$ cat src/rtl/mem_arbiter.sv
// -----------------------------------------------------------------------------
// mem_arbiter
//
// Shares one byte-wide memory port between two requesters: port 0 (wasm ROM
// parser) and port 1 (cpu). Each port owns a single-entry posted-write buffer,
// so a one-cycle write pulse is absorbed without stalling the requester. A
// four-state FSM (IDLE / WRITE / READ / RESP) serialises traffic onto the
// memory with round-robin arbitration between the two ports.
//
// Ports
//   clk, rst                 clock; asynchronous active-high reset
//   pN_addr / pN_data_in     port N address and write data
//   pN_read_en               port N read request (level, held until pN_ready)
//   pN_write_en              port N write request (one-cycle pulse)
//   pN_data_out              port N read data, holds until the next completion
//   pN_ready                 port N read complete (one-cycle pulse)
//   pN_overflow              sticky: a port N write was dropped
//   mem_addr / mem_data_in   memory address and write data
//   mem_read_en              memory read enable (level)
//   mem_write_en             memory write enable (one-cycle pulse)
//   mem_data_out / mem_ready memory read data and its valid strobe
// -----------------------------------------------------------------------------
module mem_arbiter #(
  parameter int ADDR_W = 32,
  parameter int DATA_W = 8
) (
  input  logic              clk,
  input  logic              rst,
  input  logic [ADDR_W-1:0] p0_addr,
  input  logic [DATA_W-1:0] p0_data_in,
  input  logic              p0_read_en,
  input  logic              p0_write_en,
  output logic [DATA_W-1:0] p0_data_out,
  output logic              p0_ready,
  output logic              p0_overflow,
  input  logic [ADDR_W-1:0] p1_addr,
  input  logic [DATA_W-1:0] p1_data_in,
  input  logic              p1_read_en,
  input  logic              p1_write_en,
  output logic [DATA_W-1:0] p1_data_out,
  output logic              p1_ready,
  output logic              p1_overflow,
  output logic [ADDR_W-1:0] mem_addr,
  output logic [DATA_W-1:0] mem_data_in,
  output logic              mem_read_en,
  output logic              mem_write_en,
  input  logic [DATA_W-1:0] mem_data_out,
  input  logic              mem_ready
);

  typedef enum logic [1:0] {IDLE, WRITE, READ, RESP} state_e;

  // Requester signals gathered into port-indexed form.
  logic [ADDR_W-1:0] req_addr  [2];
  logic [DATA_W-1:0] req_wdata [2];
  logic [1:0]        req_rd;
  logic [1:0]        req_wr;

  assign req_addr[0]  = p0_addr;
  assign req_addr[1]  = p1_addr;
  assign req_wdata[0] = p0_data_in;
  assign req_wdata[1] = p1_data_in;
  assign req_rd       = {p1_read_en, p0_read_en};
  assign req_wr       = {p1_write_en, p0_write_en};

  state_e            state_q, state_d;
  // Port owning the current transaction; in IDLE it is the port granted last,
  // which is exactly what the round-robin tie-break needs.
  logic              grant_q, grant_d;
  logic [1:0]        buf_valid_q, buf_valid_d;
  logic [ADDR_W-1:0] buf_addr_q [2], buf_addr_d [2];
  logic [DATA_W-1:0] buf_data_q [2], buf_data_d [2];
  logic [DATA_W-1:0] rdata_q [2], rdata_d [2];
  logic [1:0]        ovf_q, ovf_d;

  logic [1:0]        pend;
  logic [1:0]        drain;
  logic [1:0]        ready;

  always_comb begin
    // NOTE: every signal written here gets a default first, so no path through
    // the case statement can leave one unassigned and infer a latch.
    state_d      = state_q;
    grant_d      = grant_q;
    buf_valid_d  = buf_valid_q;
    buf_addr_d   = buf_addr_q;
    buf_data_d   = buf_data_q;
    rdata_d      = rdata_q;
    ovf_d        = ovf_q;
    mem_addr     = '0;
    mem_data_in  = '0;
    mem_read_en  = 1'b0;
    mem_write_en = 1'b0;
    ready        = '0;
    drain        = '0;

    // A buffered write always goes first. A read arriving together with a
    // write pulse is held back: the write lands in the buffer this cycle and
    // must reach memory before that read is issued.
    pend = buf_valid_q | (req_rd & ~req_wr);

    case (state_q)
      IDLE: begin
        // mem_ready still high from the previous read: wait until it drops.
        if (!mem_ready && (pend != 2'b00)) begin
          if (pend == 2'b11) grant_d = ~grant_q;
          else               grant_d = pend[1];
          state_d = buf_valid_q[grant_d] ? WRITE : READ;
        end
      end
      WRITE: begin
        mem_write_en   = 1'b1;
        mem_addr       = buf_addr_q[grant_q];
        mem_data_in    = buf_data_q[grant_q];
        drain[grant_q] = 1'b1;
        state_d        = IDLE;
      end
      READ: begin
        mem_read_en = 1'b1;
        mem_addr    = req_addr[grant_q];
        if (mem_ready) begin
          rdata_d[grant_q] = mem_data_out;
          state_d          = RESP;
        end
      end
      RESP: begin
        ready[grant_q] = 1'b1;
        state_d        = IDLE;
      end
      default: state_d = IDLE;
    endcase

    // Posted-write buffers. A pulse arriving while the entry drains refills it.
    for (int n = 0; n < 2; n++) begin
      if (drain[n]) buf_valid_d[n] = 1'b0;
      if (req_wr[n]) begin
        if (!buf_valid_q[n] || drain[n]) begin
          buf_valid_d[n] = 1'b1;
          buf_addr_d[n]  = req_addr[n];
          buf_data_d[n]  = req_wdata[n];
        end else begin
          ovf_d[n] = 1'b1;
        end
      end
    end
  end

  // NOTE: non-blocking assignments only, so every flop samples the values of
  // the previous cycle regardless of statement order.
  always_ff @(posedge clk or posedge rst) begin
    if (rst) begin
      state_q     <= IDLE;
      grant_q     <= 1'b1;
      buf_valid_q <= '0;
      ovf_q       <= '0;
      // NOTE: the payload arrays are reset as well; rdata must read 0 after
      // reset and clearing the buffers keeps the whole state deterministic.
      for (int n = 0; n < 2; n++) begin
        buf_addr_q[n] <= '0;
        buf_data_q[n] <= '0;
        rdata_q[n]    <= '0;
      end
    end else begin
      state_q     <= state_d;
      grant_q     <= grant_d;
      buf_valid_q <= buf_valid_d;
      buf_addr_q  <= buf_addr_d;
      buf_data_q  <= buf_data_d;
      rdata_q     <= rdata_d;
      ovf_q       <= ovf_d;
    end
  end

  assign p0_data_out = rdata_q[0];
  assign p1_data_out = rdata_q[1];
  assign p0_ready    = ready[0];
  assign p1_ready    = ready[1];
  assign p0_overflow = ovf_q[0];
  assign p1_overflow = ovf_q[1];

endmodule

$ cat config.mk
export PLATFORM = sky130hd
export DESIGN_NAME = mem_arbiter
export DESIGN_NICKNAME = d
export VERILOG_FILES = /design/src/rtl/mem_arbiter.sv
export SDC_FILE = /design/constraint.sdc
export NUM_CORES = 1
export LEC_CHECK = 0
export CELL_PAD_IN_SITES_DETAIL_PLACEMENT = 0
export CELL_PAD_IN_SITES_GLOBAL_PLACEMENT = 2
export CORE_AREA = 2 2 162 125
export CTS_CLUSTER_DIAMETER = 80
export DETAILED_ROUTE_END_ITERATION = 8
export DIE_AREA = 0 0 164 127
export GPL_ROUTABILITY_DRIVEN = 0
export GPL_TIMING_DRIVEN = 0
export MAX_ROUTING_LAYER = met4
export PLACE_DENSITY_LB_ADDON = 0.1
export SLEW_MARGIN = 0
export SYNTH_ARGS = -nofsm -noshare
export SYNTH_HDL_FRONTEND = slang
export SYNTH_SLANG_ARGS = --single-unit
$ cat constraint.sdc
create_clock -name clk -period 3.3 [get_ports clk]
set_input_delay 0.66 -clock clk [delete_from_list [all_inputs] [get_ports clk]]
set_output_delay 0.66 -clock clk [all_outputs]
set_load 0.02 [all_outputs]
==> results.py, run 1 <==
metrics = {
    "status": {
        "status": "finished, final reports clean",
    },
    "global_routing": {
        "grt_pass1_vias": 4220,
        "grt_overflow": 0,
        "gr-usage-all-layers": 0.163,
        "antenna_found_initial": 0,
        "grt_pass1_wl_microns": 24500,
        "grt_max_degree": 37,
    },
    "layout": {
        "utilization": 0.395,
        "nets": 678,
        "n_antenna_cell": 0,
        "design_area_sq_um": 7540,
        "area_growth_pct": 42.0,
        "num-fill-cells": 1838,
        "drive_gt1_frac": 0.182,
    },
    "logic_synthesis": {
        "async_flop_share": 1.00,
        "syn_inst": 409,
        "synth_ff_type": "dfrtp_1",
        "syn_avg_cell_area_sq_um": 13.0,
        "synth_top_cell_area_share": 0.481,
        "synth.distinct_cells": 34,
        "yosysSeqAreaShare": 0.486,
        "yosys_warnings": 0,
        "syn_nets": 508,
        "synth.largest_area_cell": "dfrtp_1",
        "yosys_register_bits": 103,
        "synth_edf_count": 0,
        "syn_area_sq_um": 5310,
        "ys_top_cells_by_area": "dfrtp_1, mux2i_1, mux2_2, mux2_1, and2_1",
    },
    "place": {
        "dp_hpwl_microns": 11500,
        "placement.io_buffers": 156,
        "place_area_sq_um": 7250,
    },
    "power_and_ir_drop": {
        "p_leak_nw": 3.19,
        "max-vdd-ir-drop_mv": 0.340,
        "power_density_nw_per_um2": 968,
    },
    "clock_network": {
        "post-cts-setup-buffers": 0,
        "hold_buffers": 0,
        "path_clk_slew_ns": 0.07,
        "cts_root_buffer": "clkbuf_16",
        "clockBufferDepth": 2,
        "cts_num_sinks": 103,
        "cts_tree": "yes",
        "htree_levels": 3,
        "clkLatencyLatePin_ns": 0.35,
        "numCtsBuffers": 9,
    },
    "timing": {
        "worstMarginPinSlew_ns": 0.526,
        "period_needed_ns": 3.16,
        "skew_ns": 0.00697,
        "final.period_utilization": 0.957,
        "setup_tns_ns": 0,
        "drv_slew": 0,
        "timing.fmax_mhz": 317,
        "grt_setup_unrepaired": "false",
        "whs_ns": 0.481,
        "setup_violations": 0,
        "slew_headroom": 0.649,
        "hold_viol_final": 0,
    },
    "floorplan": {
        "start_util": 0.278,
        "die_area_sq_um": 20800,
        "io_pins": 157,
        "die-width_microns": 164,
        "num_rows": 44,
        "die_y_microns": 127,
        "core-area_sq_um": 19100,
    },
    "run": {
        "cap_viol_max_count": 0,
    },
    "critical_path": {
        "critPathKind": "flop to output port",
        "cp_max_fo": 10,
        "cp.arrival_ns": 2.50,
        "worst_setup_path_end_kind": "output port",
        "reg2reg_slack_ns": 1.45,
        "required_ns": 2.64,
        "crit_path_start_kind": "flop",
    },
    "hold_path": {
        "hold_path.class": "flop to flop",
    },
    "detailed_routing": {
        "vias": 3816,
        "via_per_inst": 4.56,
        "dr.pass1.iters": 4,
        "wl_per_cell_microns": 19.1,
        "drtIter0Drc": 117,
        "drc": 0,
        "ant_nets": 0,
        "drt_wl_total_microns": 16000,
    },
}
## cells by family after synthesis
family / count (synthesis) / synth area share
AO/OA/AOI/OAI: 45 / 0.0535
adder cells (fa/ha/maj): 4 / 0.00943
buffers and inverters: 34 / 0.0439
flip-flops: 103 / 0.486
multiplexers: 170 / 0.344
AND/OR/NAND/NOR: 53 / 0.0637
## cell usage in the layout, fill, tap and decap left out, types with 3 or more instances in the layout
master,netlist,final
nor2_1,8,8
o21ai_0,5,5
clkbuf_2,0,9
clkinvlp_4,0,4
and2_1,33,33
buf_4,6,6
o22ai_1,32,32
mux2i_1,73,73
clkdlybuf4s50_1,0,154
buf_12,0,3
dfrtp_1,102,102
mux2_2,50,50
clkbuf_16,0,9
inv_1,5,4
buf_6,11,11
mux2_1,47,47
ha_1,4,3
## state kept, by name (all words and copies together), names as in the netlist
name	count
ovf_q	2
grant_q	1
buf_valid_q	2
p0_data_out	8
buf_addr_q	64
state_q	2
buf_data_q	16
p1_data_out	8
## per-stage QoR
step                power [mW]  worst slack [ns]  cells
finish                    7.30             0.141    837
global route              7.82            0.0103    837
CTS                       7.43            0.0125    837
detailed placement        6.39             0.254    821
global placement          6.30             0.211    818
floorplan                 4.77              1.07    409
## Yosys cell counts (5+ instances only)
cell type,count
mux2i_1,73
inv_1,5
o22ai_1,32
buf_6,11
mux2_2,50
and2_1,33
o21ai_0,5
mux2_1,47
clkbuf_1,7
buf_4,6
nor2_1,8
dfrtp_1,102
## where the power goes
part / internal [mW] / switching (mW) / leakage, nW
clock network: 0.514 / 0.491 / 0.122
logic: 2.06 / 2.04 / 1.86
registers: 1.90 / 0.303 / 1.21
## layer usage
metal | GRT usage | routed length [microns] | part of all wire
met1 | 0.216 | 7730 | 0.48
met5 | - | 0 | 0
met2 | 0.250 | 7240 | 0.45
met4 | 0.0382 | 172 | 0.011
met3 | 0.0406 | 819 | 0.051
## area by class of cell
class	count	area, sq um	area share
sequential	103	2580	0.342
clock inverter	5	36.3	0.00481
multi-input combinational	272	2500	0.331
timing repair buffer	159	1630	0.216
clock buffer	11	233	0.0309
buffer	27	219	0.0291
inverter	7	30.0	0.00398
tap	253	317	0.0420
## worst max-delay path, stage by stage (launching register included)
cell             delay, ns
dfstp_2               0.52
buf_4                 0.19
buf_6                 0.20
buf_6                 0.20
mux2i_1               0.22
o22ai_1               0.10
and2_1                0.17
clkdlybuf4s50_1       0.53
## worst paths after layout
| kind | start | to | cells past startpoint |
|---|---|---|---|
| setup reg to reg | state_q[1]$_DFFE_PP0P_ | buf_data_q[10]$_DFFE_PP0P_ | 7 |
| hold / removal | ovf_q[1]$_DFFE_PP0P_ | ovf_q[1]$_DFFE_PP0P_ | 1 |
| setup / recovery | grant_q$_DFFE_PP1P_ | mem_addr[18] | 7 |
| max in group asynchronous | rst | grant_q$_DFFE_PP1P_ | 4 |
| min in group asynchronous | rst | buf_addr_q[28]$_DFFE_PP0P_ | 2 |
| hold reg to reg | ovf_q[1]$_DFFE_PP0P_ | ovf_q[1]$_DFFE_PP0P_ | 1 |
## what timing repair did
item / 4_1_cts / 5_1_grt
setup endpoints to repair: 30 / 34
gates resized for setup: 4 / 13
gates cloned: 0 / 0
hold endpoints to repair: 0 / 0
No activity file was read; power rests on OpenSTA's default activity.
==> run 2: changes to the inputs <==
Settings changed: CORE_AREA 2 2 162 125 to 2 2 160 123, CTS_BUF_LIST set to sky130_fd_sc_hd__clkbuf_4 sky130_fd_sc_hd__clkbuf_8, DIE_AREA 0 0 164 127 to 0 0 162 125.
==> run 2 against run 1 <==
Effect of this change: fmax up 0.55%; design area down 1.0%; utilization up 0.17 points; first-iteration DRC count up 16%; critical path type unchanged; register-to-register slack better by 0.06 ns; wire length down 2.5%; die area down 2.8%; highest routed layer unchanged; combinational power down 1%; largest cell class unchanged; final cell count down 0.24%.
==> results.py, run 2 (synthesis gave the netlist of run 1 again) <==
metrics = {
    "detailed_routing": {
        "vias": 3820,
        "via_per_inst": 4.57,
        "drtIter0Drc": 136,
        "drt_wl_total_microns": 15600,
        "ant_nets": 0,
        "wl_per_cell_microns": 18.6,
        "drc": 0,
        "dr.pass1.iters": 4,
    },
    "power_and_ir_drop": {
        "total_power_mw": 7.07,
        "power_density_nw_per_um2": 947,
        "p_leak_nw": 3.28,
        "max-vdd-ir-drop_mv": 0.324,
    },
    "layout": {
        "drive_gt1_frac": 0.182,
        "top_regs": "buf_addr_q: 64 flops, buf_data_q: 16 flops",
        "final_common_cell": "clkdlybuf4s50_1",
        "nets": 676,
        "top_register": "buf_addr_q",
        "num-fill-cells": 1860,
        "mostFrequentLayoutCells": "clkdlybuf4s50_1, dfrtp_1, mux2i_1",
        "largest_reg_flops": 64,
        "instances_no_fill": 835,
        "area_growth_pct": 40.6,
        "n_antenna_cell": 0,
    },
    "critical_path": {
        "critPathKind": "flop to output port",
        "crit_path_start_kind": "flop",
        "worst_setup_path_end_kind": "output port",
        "reg2reg_slack_ns": 1.51,
        "cp.arrival_ns": 2.48,
        "path_cells": "buf_4 -> buf_6 -> mux2i_1 -> o22ai_1 -> and2_1 -> clkdlybuf4s50_1",
        "slowest_delay_ns": 0.62,
        "cpLargestDelayFamily": "buffers and inverters",
        "cp_num_buf_inv": 3,
        "required_ns": 2.64,
        "cp_max_fo": 19,
        "slowest_stage": "clkdlybuf4s50_1",
    },
    "floorplan": {
        "start_util": 0.282,
        "core-area_sq_um": 18800,
        "num_rows": 44,
        "die_y_microns": 125,
        "die-width_microns": 162,
        "die_area_sq_um": 20300,
        "io_pins": 157,
    },
    "timing": {
        "slew_headroom": 0.439,
        "drv_slew": 0,
        "setup_violations": 0,
        "setup_tns_ns": 0,
        "skew_ns": 0.0148,
        "final.period_utilization": 0.952,
        "period_needed_ns": 3.14,
        "setup_ws_ns": 0.158,
        "timing.fmax_mhz": 318,
        "grt_setup_unrepaired": "false",
        "worstMarginPinSlew_ns": 0.840,
        "hold_viol_final": 0,
    },
    "clock_network": {
        "path_clk_slew_ns": 0.10,
        "cts_num_sinks": 103,
        "cts_root_buffer": "clkbuf_8",
        "clockBufferDepth": 2,
        "cts_tree": "yes",
        "post-cts-setup-buffers": 0,
        "clkLatencyLatePin_ns": 0.38,
        "numCtsBuffers": 9,
        "htree_levels": 3,
    },
    "place": {
        "dp_cells": 820,
        "dp_hpwl_microns": 11200,
        "place_ws_ns": 0.275,
        "placement.io_buffers": 156,
    },
    "global_routing": {
        "antenna_found_initial": 0,
        "grt_pass1_wl_microns": 24200,
        "grt_pass1_vias": 4223,
        "grt_max_degree": 40,
        "gr-usage-all-layers": 0.163,
        "grt_overflow": 0,
    },
    "run": {
        "cap_viol_max_count": 0,
    },
    "hold_path": {
        "hold_path.class": "flop to flop",
    },
    "status": {
        "status": "finished, final reports clean",
    },
}
run 2: cell count changes in the layout (fill, tap and decap cells not counted), moves of 5 or more:
cell | before | now
clkbuf_8 | 0 | 10
clkbuf_16 | 9 | 0
clkdlybuf4s50_1 | 154 | 146
dlymetal6s2s_1 | 2 | 9
buf_2 | 1 | 6
clkbuf_2 | 9 | 4
run 2: per-stage QoR:
| stage | hold slack [ns] | instance area (sq um) | utilization |
|---|---|---|---|
| after floorplan | 0.464 | 5310 | - |
| after global placement | 0.438 | 7190 | 0.382 |
| after detailed placement | 0.451 | 7230 | 0.384 |
| after CTS | 0.474 | 7450 | 0.395 |
| after global routing | 0.521 | 7460 | 0.396 |
| final | 0.472 | 7460 | 0.396 |
run 2: layer usage:
metal / vias to the layer above / share of wire / global-route usage
met2: 108 / 0.45 / 0.254
met4: 0 / 0.011 / 0.0390
li1: 1807 / - / -
met1: 1893 / 0.49 / 0.215
met3: 12 / 0.051 / 0.0411
met5: - / 0 / -
run 2: worst paths after layout:
check,from,endpoint,cells past startpoint
min in group asynchronous,rst,buf_addr_q[37]$_DFFE_PP0P_,2
max in group asynchronous,rst,grant_q$_DFFE_PP1P_,3
worst max register to register,state_q[1]$_DFFE_PP0P_,buf_data_q[8]$_DFFE_PP0P_,7
worst min register to register,ovf_q[1]$_DFFE_PP0P_,ovf_q[1]$_DFFE_PP0P_,1
worst min-delay path,ovf_q[1]$_DFFE_PP0P_,ovf_q[1]$_DFFE_PP0P_,1
worst max-delay path,grant_q$_DFFE_PP1P_,mem_addr[29],6
run 2: power by group:
part	internal, mW	switching (mW)	leakage (nW)
combinational	2.03	2.00	1.96
clock	0.393	0.449	0.104
sequential	1.90	0.301	1.21
total	4.32	2.75	3.28
run 2: final cells by class:
class / instances / area, sq um / share of cell area
plain buffers: 26 / 208 / 0.0278
clock buffers: 12 / 153 / 0.0205
clock inverters: 4 / 55.1 / 0.00738
inverters: 7 / 30.0 / 0.00402
multi-input cells: 272 / 2500 / 0.335
flip-flops and latches: 103 / 2580 / 0.346
well taps: 253 / 317 / 0.0424
repair buffers: 158 / 1620 / 0.218
run 2: timing repair:
action | 4_1_cts | 5_1_grt
gates resized for setup | 9 | 18
endpoints found under the setup margin | 32 | 32
hold buffers | 0 | 0
